`src/rtl/hazard_ctrl_pkg.sv`:
```
// Shared definitions for the pipeline hazard/sequencing controller.
// HAZARD_FORWARDING_EN selects load-use-only hazards in hazard_detect.
package hazard_ctrl_pkg;
    localparam int ADDR_REG_W_DEF = 4;

    localparam logic [0:0] HZ_IDLE = 1'b0;
    localparam logic [0:0] HZ_BUSY = 1'b1;

    // Width able to hold 0..max_val, never below one bit.
    function automatic int cnt_width(input int max_val);
        return (max_val < 1) ? 1 : $clog2(max_val + 1);
    endfunction
endpackage

```
`src/rtl/hazard_ctrl_if.sv`:
```
// Pipeline <-> hazard controller bundle: stage status in, freeze/flush/stats out.
interface hazard_ctrl_if import hazard_ctrl_pkg::*; #(
    parameter int ADDR_REG_W = ADDR_REG_W_DEF,
    parameter int CNT_W      = 16
);
    logic [ADDR_REG_W-1:0] id_src1, id_src2, exe_dest, mem_dest;
    logic                  id_src1_v, id_src2_v;
    logic                  exe_wb_en, exe_mem_r_en, mem_wb_en;
    logic                  branch_taken, mem_req, mem_ready;
    logic                  freeze_front, freeze_back, flush_if, flush_id, mem_err;
    logic [CNT_W-1:0]      stall_cnt, flush_cnt;

    modport master (
        output id_src1, id_src2, id_src1_v, id_src2_v, exe_wb_en, exe_mem_r_en,
               exe_dest, mem_wb_en, mem_dest, branch_taken, mem_req, mem_ready,
        input  freeze_front, freeze_back, flush_if, flush_id, mem_err, stall_cnt, flush_cnt
    );

    modport slave (
        input  id_src1, id_src2, id_src1_v, id_src2_v, exe_wb_en, exe_mem_r_en,
               exe_dest, mem_wb_en, mem_dest, branch_taken, mem_req, mem_ready,
        output freeze_front, freeze_back, flush_if, flush_id, mem_err, stall_cnt, flush_cnt
    );
endinterface

```
`src/rtl/hazard_ctrl_detect.sv`:
```
// Combinational RAW matcher between ID sources and EXE/MEM destinations.
// HAZARD_FORWARDING_EN: only EXE load-use matches stall; otherwise any EXE/MEM match.
module hazard_detect import hazard_ctrl_pkg::*; #(
    parameter int ADDR_REG_W = ADDR_REG_W_DEF
) (
    input  logic [ADDR_REG_W-1:0] id_src1,
    input  logic [ADDR_REG_W-1:0] id_src2,
    input  logic                  id_src1_v,
    input  logic                  id_src2_v,
    input  logic                  exe_wb_en,
    input  logic                  exe_mem_r_en,
    input  logic [ADDR_REG_W-1:0] exe_dest,
    input  logic                  mem_wb_en,
    input  logic [ADDR_REG_W-1:0] mem_dest,
    output logic                  haz
);
`ifdef HAZARD_FORWARDING_EN
    localparam bit FWD_EN = 1'b1;
`else
    localparam bit FWD_EN = 1'b0;
`endif

    logic exe_hit, mem_hit;

    assign exe_hit = exe_wb_en & ((id_src1_v & (id_src1 == exe_dest)) |
                                  (id_src2_v & (id_src2 == exe_dest)));
    assign mem_hit = mem_wb_en & ((id_src1_v & (id_src1 == mem_dest)) |
                                  (id_src2_v & (id_src2 == mem_dest)));

    // With forwarding, MEM results and EXE ALU results are bypassed; only loads must wait.
    assign haz = FWD_EN ? (exe_hit & exe_mem_r_en) : (exe_hit | mem_hit);
endmodule

```
`src/rtl/hazard_ctrl.sv`:
```
// Freeze/flush sequencing for the 5-stage core, memory-wait FSM with timeout, stall/flush counters.
// HAZARD_FORWARDING_EN is consumed by hazard_detect.
module hazard_ctrl import hazard_ctrl_pkg::*; #(
    parameter int ADDR_REG_W  = ADDR_REG_W_DEF,
    parameter int CNT_W       = 16,
    parameter int MEM_TIMEOUT = 255
) (
    input  logic         clk,
    input  logic         rst,
    hazard_ctrl_if.slave bus
);
    localparam int                WCNT_W    = cnt_width(MEM_TIMEOUT);
    localparam logic [WCNT_W-1:0] TIMEOUT_V = WCNT_W'(MEM_TIMEOUT);

    logic              haz, mstall;
    logic              freeze_front, flush_if;
    logic [0:0]        state;
    logic [WCNT_W-1:0] wcnt;
    logic              mem_err;
    logic [CNT_W-1:0]  stall_cnt, flush_cnt;

    hazard_detect #(.ADDR_REG_W(ADDR_REG_W)) u_detect (
        .id_src1      (bus.id_src1),
        .id_src2      (bus.id_src2),
        .id_src1_v    (bus.id_src1_v),
        .id_src2_v    (bus.id_src2_v),
        .exe_wb_en    (bus.exe_wb_en),
        .exe_mem_r_en (bus.exe_mem_r_en),
        .exe_dest     (bus.exe_dest),
        .mem_wb_en    (bus.mem_wb_en),
        .mem_dest     (bus.mem_dest),
        .haz          (haz)
    );

    // Priority: memory stall > taken branch > RAW hazard. A branch squashes ID, so its hazard is moot.
    assign mstall       = bus.mem_req & ~bus.mem_ready;
    assign freeze_front = mstall | (~bus.branch_taken & haz);
    assign flush_if     = ~mstall & bus.branch_taken;

    assign bus.freeze_front = freeze_front;
    assign bus.freeze_back  = mstall;
    assign bus.flush_if     = flush_if;
    assign bus.flush_id     = ~mstall & (bus.branch_taken | haz);
    assign bus.mem_err      = mem_err;
    assign bus.stall_cnt    = stall_cnt;
    assign bus.flush_cnt    = flush_cnt;

    always_ff @(posedge clk) begin
        if (rst) begin
            state     <= HZ_IDLE;
            wcnt      <= '0;
            mem_err   <= 1'b0;
            stall_cnt <= '0;
            flush_cnt <= '0;
        end else begin
            if (state == HZ_IDLE) begin
                wcnt <= '0;
                if (mstall) state <= HZ_BUSY;
            end else begin
                if (wcnt == TIMEOUT_V) mem_err <= 1'b1;
                if (bus.mem_ready || !bus.mem_req) begin
                    state <= HZ_IDLE;
                    wcnt  <= '0;
                end else if (wcnt != TIMEOUT_V) begin
                    // Hold at the limit so a long wait cannot wrap and re-arm.
                    wcnt <= wcnt + 1'b1;
                end
            end
            if (freeze_front && stall_cnt != '1) stall_cnt <= stall_cnt + 1'b1;
            if (flush_if && flush_cnt != '1) flush_cnt <= flush_cnt + 1'b1;
        end
    end
endmodule

```
`src/flat_wrapper.sv`:
```
// flat-port wrapper written by rule: the top's interface ports become plain ports
module hazard_ctrl_flat import hazard_ctrl_pkg::*;
#(
    parameter int ADDR_REG_W  = ADDR_REG_W_DEF,
    parameter int CNT_W       = 16,
    parameter int MEM_TIMEOUT = 255
)
  (clk, rst, bus_id_src1, bus_id_src2, bus_id_src1_v, bus_id_src2_v, bus_exe_wb_en, bus_exe_mem_r_en, bus_exe_dest, bus_mem_wb_en, bus_mem_dest, bus_branch_taken, bus_mem_req, bus_mem_ready, bus_freeze_front, bus_freeze_back, bus_flush_if, bus_flush_id, bus_mem_err, bus_stall_cnt, bus_flush_cnt);
  hazard_ctrl_if #(.ADDR_REG_W(ADDR_REG_W), .CNT_W(CNT_W)) bus_i ();
  input  logic clk;
  input  logic rst;
  input wire logic [$bits(bus_i.id_src1)-1:0] bus_id_src1;
  input wire logic [$bits(bus_i.id_src2)-1:0] bus_id_src2;
  input wire logic [$bits(bus_i.id_src1_v)-1:0] bus_id_src1_v;
  input wire logic [$bits(bus_i.id_src2_v)-1:0] bus_id_src2_v;
  input wire logic [$bits(bus_i.exe_wb_en)-1:0] bus_exe_wb_en;
  input wire logic [$bits(bus_i.exe_mem_r_en)-1:0] bus_exe_mem_r_en;
  input wire logic [$bits(bus_i.exe_dest)-1:0] bus_exe_dest;
  input wire logic [$bits(bus_i.mem_wb_en)-1:0] bus_mem_wb_en;
  input wire logic [$bits(bus_i.mem_dest)-1:0] bus_mem_dest;
  input wire logic [$bits(bus_i.branch_taken)-1:0] bus_branch_taken;
  input wire logic [$bits(bus_i.mem_req)-1:0] bus_mem_req;
  input wire logic [$bits(bus_i.mem_ready)-1:0] bus_mem_ready;
  output wire logic [$bits(bus_i.freeze_front)-1:0] bus_freeze_front;
  output wire logic [$bits(bus_i.freeze_back)-1:0] bus_freeze_back;
  output wire logic [$bits(bus_i.flush_if)-1:0] bus_flush_if;
  output wire logic [$bits(bus_i.flush_id)-1:0] bus_flush_id;
  output wire logic [$bits(bus_i.mem_err)-1:0] bus_mem_err;
  output wire logic [$bits(bus_i.stall_cnt)-1:0] bus_stall_cnt;
  output wire logic [$bits(bus_i.flush_cnt)-1:0] bus_flush_cnt;
  assign bus_i.id_src1 = bus_id_src1;
  assign bus_i.id_src2 = bus_id_src2;
  assign bus_i.id_src1_v = bus_id_src1_v;
  assign bus_i.id_src2_v = bus_id_src2_v;
  assign bus_i.exe_wb_en = bus_exe_wb_en;
  assign bus_i.exe_mem_r_en = bus_exe_mem_r_en;
  assign bus_i.exe_dest = bus_exe_dest;
  assign bus_i.mem_wb_en = bus_mem_wb_en;
  assign bus_i.mem_dest = bus_mem_dest;
  assign bus_i.branch_taken = bus_branch_taken;
  assign bus_i.mem_req = bus_mem_req;
  assign bus_i.mem_ready = bus_mem_ready;
  assign bus_freeze_front = bus_i.freeze_front;
  assign bus_freeze_back = bus_i.freeze_back;
  assign bus_flush_if = bus_i.flush_if;
  assign bus_flush_id = bus_i.flush_id;
  assign bus_mem_err = bus_i.mem_err;
  assign bus_stall_cnt = bus_i.stall_cnt;
  assign bus_flush_cnt = bus_i.flush_cnt;
  hazard_ctrl #(.ADDR_REG_W(ADDR_REG_W), .CNT_W(CNT_W), .MEM_TIMEOUT(MEM_TIMEOUT)) u_core (.clk(clk), .rst(rst), .bus(bus_i));
endmodule
```
`config.mk`:
```
export PLATFORM = sky130hd
export DESIGN_NAME = hazard_ctrl_flat
export DESIGN_NICKNAME = d
export VERILOG_FILES = /design/src/rtl/hazard_ctrl_pkg.sv /design/src/rtl/hazard_ctrl_if.sv /design/src/rtl/hazard_ctrl_detect.sv /design/src/rtl/hazard_ctrl.sv /design/src/flat_wrapper.sv
export SDC_FILE = /design/constraint.sdc
export NUM_CORES = 1
export LEC_CHECK = 0
export ABC_AREA = 1
export BUFFER_PORTS_ARGS = -buffer_cell sky130_fd_sc_hd__buf_2
export CORE_MARGIN = 2
export CORE_UTILIZATION = 40
export DETAILED_ROUTE_END_ITERATION = 6
export GPL_TIMING_DRIVEN = 0
export HOLD_SLACK_MARGIN = 0.08
export PLACE_DENSITY_LB_ADDON = 0.12
export SLEW_MARGIN = 5
export SYNTH_ARGS = -nofsm -noshare
export SYNTH_HDL_FRONTEND = slang
export SYNTH_HIERARCHICAL = 1
export SYNTH_SLANG_ARGS = --single-unit
```
`constraint.sdc`:
```
create_clock -name clk -period 2.05 [get_ports clk]
set_input_delay 0.41 -clock clk [delete_from_list [all_inputs] [get_ports clk]]
set_output_delay 0.41 -clock clk [all_outputs]
set_load 0.01 [all_outputs]
```
==> results_dict.tcl, run 1 <==
set metrics [dict create \
    cts_root_buffer "clkbuf_8" \
    die_height_um 83.7 \
    rsz0062_at_grt "no" \
    ys_seq_area_share_pct 33.1 \
    layout.area.seq_um2 841 \
    tns_ns 0 \
    pin_count 63 \
    antenna_found_initial 0 \
    tightest_slew_ns 0.509 \
    synth_compound_area_share_pct 8.48 \
    synthSimpleGateAreaFrac_pct 46.4 \
    worst-setup-path-type "primary input to output pin" \
    synth_xor_area_share_pct 3.10 \
    final_common_cell "nand2_1" \
    dieArea_um2 7000 \
    final_nets 519 \
    grt_pass1_wl_um 10700 \
    post-cts-setup-buffers 0 \
    num_vias 2779 \
    clock.fmax_ghz 0.547 \
    synth_seq_cells 42 \
    vdd_ir_drop_max_mv 0.286 \
    dp_hpwl_um 4910 \
    fp.dieW_um 83.7 \
    synthAdderAreaFrac_pct 1.48 \
    gp_congestion 0.862 \
    clk_latency_ns 0.29 \
    skew_ns 0.0130 \
    hold_buffers 0 \
    htree_num_levels 2 \
    antenna_cells 0 \
    worstSetupStartpointType "primary input" \
    drt-wirelength-per-cell_um 11.1 \
    finalInstanceArea_um2 3050 \
    vias_per_cell 4.90 \
    drtIter0Drc 104 \
    grt_max_degree 13 \
    n_fill_cell 678 \
    grt_pass1_vias 2498 \
    place_inst 560 \
    final_max_slew_viol_count 0 \
    holdWs_ns 0.412 \
    synth.distinct_cells 25 \
    drt-pass1-iter-count 4 \
    port_buffers 60 \
    rows 29 \
    min_period_over_period_pct 89.2 \
    cts_tree "done" \
    cts-buffers-inserted 5 \
    postPlaceCellArea_um2 2940 \
    syn-num-nets 452 \
    cts.sinks 42 \
    final_layout_size_suffix_gt1_share_pct 18.0 \
    status "complete, no violations" \
    clock_path_buffers 2 \
    multi_input_area_um2 1510 \
    initial_core_util_pct 40.7 \
    synth_warnings 6 \
    syn-instance-count 423 \
    ant_nets 0 \
    setup_viol 0 \
    cp_max_fo 6 \
    gr-usage-all-layers_pct 18.1 \
    max_cap_violations 0 \
    core_um2 6240 \
    layout_common_cells "131 x nand2_1, 92 x nor2_1, 64 x buf_2" \
    clkTransAtPathRegs_ns 0.08 \
    synthMuxAreaShare_pct 0 \
    post_cts_resized 0 \
    relSlewSlack_pct 66.0 \
    hp-class "primary input to register" \
    area.growth.synth_to_final_pct 20.1 \
    end_kind "output pin" \
    synth_top_family_by_area "simple AND/OR/NAND/NOR gates" \
    grt-ovfl-total 0 \
    syn_area_um2 2540 \
    final_cells 567 \
    fin_util_pct 48.8 \
    critPathRequiredTime_ns 1.64 \
    avgSynthCellArea_um2 6.00 \
    drc 0 \
    power_density_nw_per_um2 552 \
    totalWireLength_um 6320 \
    power.leakage_nw 1.43 \
    post-route-min-period_ns 1.83 \
    arrival_ns 1.42 \
    hold_viol 0 \
]
per-layer routing:
layer | share of wire [%] | GRT usage [%] | vias up
met3 | 4.2 | 3.36 | 11
met4 | 1.5 | 6.01 | 0
met1 | 47 | 21.8 | 1237
met5 | 0 | 0 | -
met2 | 48 | 32.4 | 63
li1 | - | - | 1468
report_power, final:
group	total, mW	switching [mW]	internal [mW]	leakage (nW)
sequential	0.837	0.0117	0.825	0.339
clock	0.675	0.285	0.390	0.0573
combinational	0.169	0.102	0.0669	1.04
total	1.68	0.399	1.28	1.43
critical path, cell delays in order:
cell,delay [ns]
buf_2,0.10
inv_1,0.05
nand2_1,0.05
nand2_1,0.05
nor2_1,0.13
nand3_1,0.08
nand2_1,0.06
nand2_1,0.05
nand2_1,0.07
nand2_1,0.07
nand2_2,0.15
buf_2,0.16
registers in the layout, summed over array words and instances (netlist names):
| name | cells |
|---|---|
| u_core/bus.stall_cnt | 16 |
| u_core/wcnt | 8 |
| u_core/bus.flush_cnt | 16 |
| u_core/bus.mem_err | 1 |
| u_core/state | 1 |
kinds of logic after synthesis:
| family | after synthesis |
|---|---|
| buf+inv | 47 |
| fa+ha+maj | 3 |
| compound gates | 42 |
| xor+xnor | 9 |
| flops | 42 |
| simple gates | 280 |
layout make-up:
type | count | area share, %
plain buffers | 6 | 1.15
clock inverters | 1 | 0.985
repair buffers | 60 | 9.85
clock buffers | 6 | 2.71
inverters | 41 | 5.05
well taps | 77 | 3.16
flip-flops and latches | 42 | 27.6
multi-input cells | 334 | 49.5
through the flow:
step	power (mW)	setup slack, ns
6_report	1.68	0.222
5_1_grt	1.76	0.0921
4_1_cts	1.71	0.209
3_5_place_dp	1.03	0.0544
3_3_place_gp	1.02	0.0699
2_1_floorplan	0.956	0.427
Yosys cell counts:
master / instances / area (um^2)
o21ai_2: 1 / 8.76
nand3b_1: 1 / 7.51
nor3_1: 3 / 15.0
nand4_4: 1 / 21.3
ha_1: 3 / 37.5
o21ai_0: 10 / 50.1
nand2_1: 131 / 492
inv_1: 40 / 150
clkbuf_1: 1 / 3.75
nand3_2: 1 / 10.0
a21oi_1: 29 / 145
xnor2_1: 6 / 52.6
nand2_2: 5 / 31.3
nor2_1: 92 / 345
buf_2: 4 / 20.0
o21ai_1: 1 / 5.00
clkinv_1: 1 / 3.75
nand3_1: 34 / 170
dfxtp_1: 42 / 841
xor2_1: 3 / 26.3
nor2_2: 6 / 37.5
buf_6: 1 / 11.3
nand4_1: 4 / 25.0
nor2_4: 2 / 22.5
a31oi_1: 1 / 6.26
path summary, 6_finish.rpt:
check        depth (start not counted)                                    end                                 start  slack, ns
min reg2reg                          2        u_core/bus.mem_err$_SDFFE_PP0P_               u_core/state$_SDFF_PP0_       0.45
max reg2reg                          7   u_core/bus.stall_cnt[8]$_SDFFE_PP0P_  u_core/bus.stall_cnt[1]$_SDFFE_PP0P_       0.43
min                                  2  u_core/bus.flush_cnt[14]$_SDFFE_PP0P_                                   rst       0.41
max                                 12                       bus_freeze_front                       bus_mem_dest[1]       0.22
Note: power is estimated with default switching activity, not from simulation.
==> run 2, diff against run 1 <==
--- a/config.mk
+++ b/config.mk
@@ -5,7 +5,6 @@
 export SDC_FILE = /design/constraint.sdc
 export NUM_CORES = 1
 export LEC_CHECK = 0
-export ABC_AREA = 1
 export BUFFER_PORTS_ARGS = -buffer_cell sky130_fd_sc_hd__buf_2
 export CORE_MARGIN = 2
 export CORE_UTILIZATION = 40
==> results_dict.tcl, run 2 <==
set metrics [dict create \
    cp_max_fo 3 \
    synth_async_sr_flop_share_pct 0 \
    synth_edf_count 0 \
    synthSimpleGateAreaFrac_pct 30.3 \
    worst-setup-path-type "primary input to register" \
    area.growth.synth_to_final_pct 30.2 \
    drtIter0Drc 127 \
    syn_area_um2 2170 \
    largestRegisters "u_core/bus.flush_cnt: 16 flops, u_core/bus.stall_cnt: 16 flops, u_core/wcnt: 8 flops" \
    dp_hpwl_um 3750 \
    slowest_stage "or4b_4" \
    drc 0 \
    dieArea_um2 6040 \
    final_common_cell "buf_2" \
    final_layout_size_suffix_gt1_share_pct 28.6 \
    tns_ns -0.0218 \
    hold_buffers 0 \
    end_kind "register" \
    min_period_over_period_pct 101 \
    port_buffers 60 \
    totalWireLength_um 5460 \
    yosysTopAreaCell "dfxtp_1" \
    violations "negative setup slack" \
    power_density_nw_per_um2 587 \
    antenna_cells 0 \
    synthFlopType "dfxtp_1" \
    vdd_ir_drop_max_mv 0.399 \
    reg2regPathDepth 6 \
    htree_num_levels 2 \
    synth_compound_area_share_pct 10.6 \
    synthMuxAreaShare_pct 2.30 \
    cts_root_buffer "clkbuf_8" \
    rsz0062_at_grt "yes" \
    core_um2 5170 \
    pin_count 63 \
    skew_ns 0.00873 \
    netlist.area_leader.share_pct 38.7 \
    clock.fmax_ghz 0.484 \
    gr-usage-all-layers_pct 17.3 \
    synthAdderAreaFrac_pct 1.73 \
    critical_path.cell_chain "buf_2 > xor2_1 > nor3_1 > nand4_1 > nand4_1 > a21oi_2 > or4b_4 > or3_1 > a21oi_2" \
    post-route-min-period_ns 2.07 \
    postPlaceCellArea_um2 2560 \
    max_cap_violations 0 \
    gp_congestion 0.818 \
    hold_depth 3 \
    grt_pass1_vias 1820 \
    synth_seq_cells 42 \
    clk_latency_ns 0.30 \
    yosys-top-cells-count "42 x dfxtp_1, 38 x nor2_1, 23 x xor2_1, 22 x nand3_1, 15 x nand2_1" \
    status "complete, but fails checks" \
    power.leakage_nw 1.13 \
    critPathRequiredTime_ns 2.29 \
    rows 26 \
    final.setup.worst_slack_ns -0.0167 \
    hold_viol 0 \
    cts.sinks 42 \
    grt_max_degree 14 \
    slowest_delay_ns 0.57 \
    synth.distinct_cells 39 \
    fp.dieW_um 77.7 \
    syn-instance-count 260 \
    worstSetupStartpointType "primary input" \
    drt-wirelength-per-cell_um 13.6 \
    clock_path_buffers 2 \
    place_ws_ns -0.313 \
    synth_area_leaders "dfxtp_1 39%, xor2_1 9.3%, nor2_1 6.6%, nand3_1 5.1%, xnor2_1 4.8%" \
    hp-class "primary input to register" \
    yosysMostFrequentCell "dfxtp_1" \
    finalInstanceArea_um2 2830 \
    num_vias 2084 \
    syn-num-nets 289 \
    synth_warnings 6 \
    n_fill_cell 484 \
    setup_viol 2 \
    layout_common_cells "53 x buf_2, 42 x dfxtp_1, 38 x nor2_1" \
    clkTransAtPathRegs_ns 0.09 \
    ant_nets 0 \
    synth_top_family_by_area "simple AND/OR/NAND/NOR gates" \
    arrival_ns 2.30 \
    cts-buffers-inserted 5 \
    vias_per_cell 5.18 \
    ys_seq_area_share_pct 38.7 \
    final_nets 360 \
    drt-pass1-iter-count 4 \
    relSlewSlack_pct 54.9 \
    avgSynthCellArea_um2 8.35 \
    die_height_um 77.7 \
    initial_core_util_pct 42.0 \
    tightest_slew_ns 0.670 \
    antenna_found_initial 0 \
    synth_xor_area_share_pct 14.1 \
    grt_pass1_wl_um 8420 \
    final_max_slew_viol_count 0 \
    grt-ovfl-total 0 \
    cts_tree "done" \
]
[run 2: cells by family (layout without fill, tap and decap cells)]
group / Yosys count / in the layout
AO/OA/AOI/OAI: 36 / 36
XOR/XNOR: 35 / 35
adder cells (fa/ha/maj): 3 / 3
buffers and inverters: 13 / 85
flip-flops: 42 / 42
multiplexers: 5 / 5
AND/OR/NAND/NOR: 126 / 126
[run 2: metal layers]
layer	global-route usage (%)	part of all wire [%]	vias up	wire [um]
li1	-	-	1073	-
met1	23.3	48	968	2600
met2	27.5	48	39	2600
met3	3.84	3.9	4	213
met4	5.36	0.82	0	45
met5	0	0	-	0
[run 2: path summary, 6_finish.rpt]
kind	start	end	slack [ns]
min reg2reg	u_core/bus.mem_err$_SDFFE_PP0P_	u_core/bus.mem_err$_SDFFE_PP0P_	0.47
min	bus_mem_req	u_core/state$_SDFF_PP0_	0.39
max reg2reg	u_core/bus.stall_cnt[0]$_SDFFE_PP0P_	u_core/bus.stall_cnt[7]$_SDFFE_PP0P_	0.07
max	bus_id_src1[0]	u_core/bus.stall_cnt[15]$_SDFFE_PP0P_	-0.02
[run 2: final cells by class]
cell class	count	area, um^2	area share, %
clock buffers	5	68.8	2.43
clock inverters	3	40.0	1.42
multi-input cells	205	1360	48.0
well taps	70	87.6	3.10
repair buffers	64	370	13.1
inverters	7	31.3	1.11
plain buffers	6	32.5	1.15
flip-flops and latches	42	841	29.7
[run 2: power by group]
part           internal (mW)  total [mW]  switching [mW]  leakage, nW
clock network          0.359       0.653           0.295       0.0579
logic                 0.0796       0.170          0.0902        0.730
registers              0.823       0.837          0.0139        0.339
[run 2: critical path: cells and delay by family]
family                    cells  cell delay [ns]
buffers and inverters         1             0.12
and+or+nand+nor               5             1.41
xor gates and xnor gates      1             0.15
AOI/OAI and AO/OA             2             0.22
[run 2: what timing repair did]
| item | 4_1_cts | 5_1_grt |
|---|---|---|
| pin swaps | 2 | 18 |
| setup buffers | 1 | 2 |
| setup endpoints to repair | 4 | 13 |
| gates cloned | 0 | 1 |
| gates resized for setup | 5 | 24 |
[run 2: through the flow]
step                      utilization, %  power, mW  hold WS (ns)  cells
after CTS                           52.0       1.65         0.380    399
after detailed placement            49.5      0.990         0.451    390
final                               54.7       1.66         0.393    402
after global routing                54.7       1.72         0.427    402
after global placement              49.5      0.989         0.448    390
after floorplan                        -      0.926         0.453    260
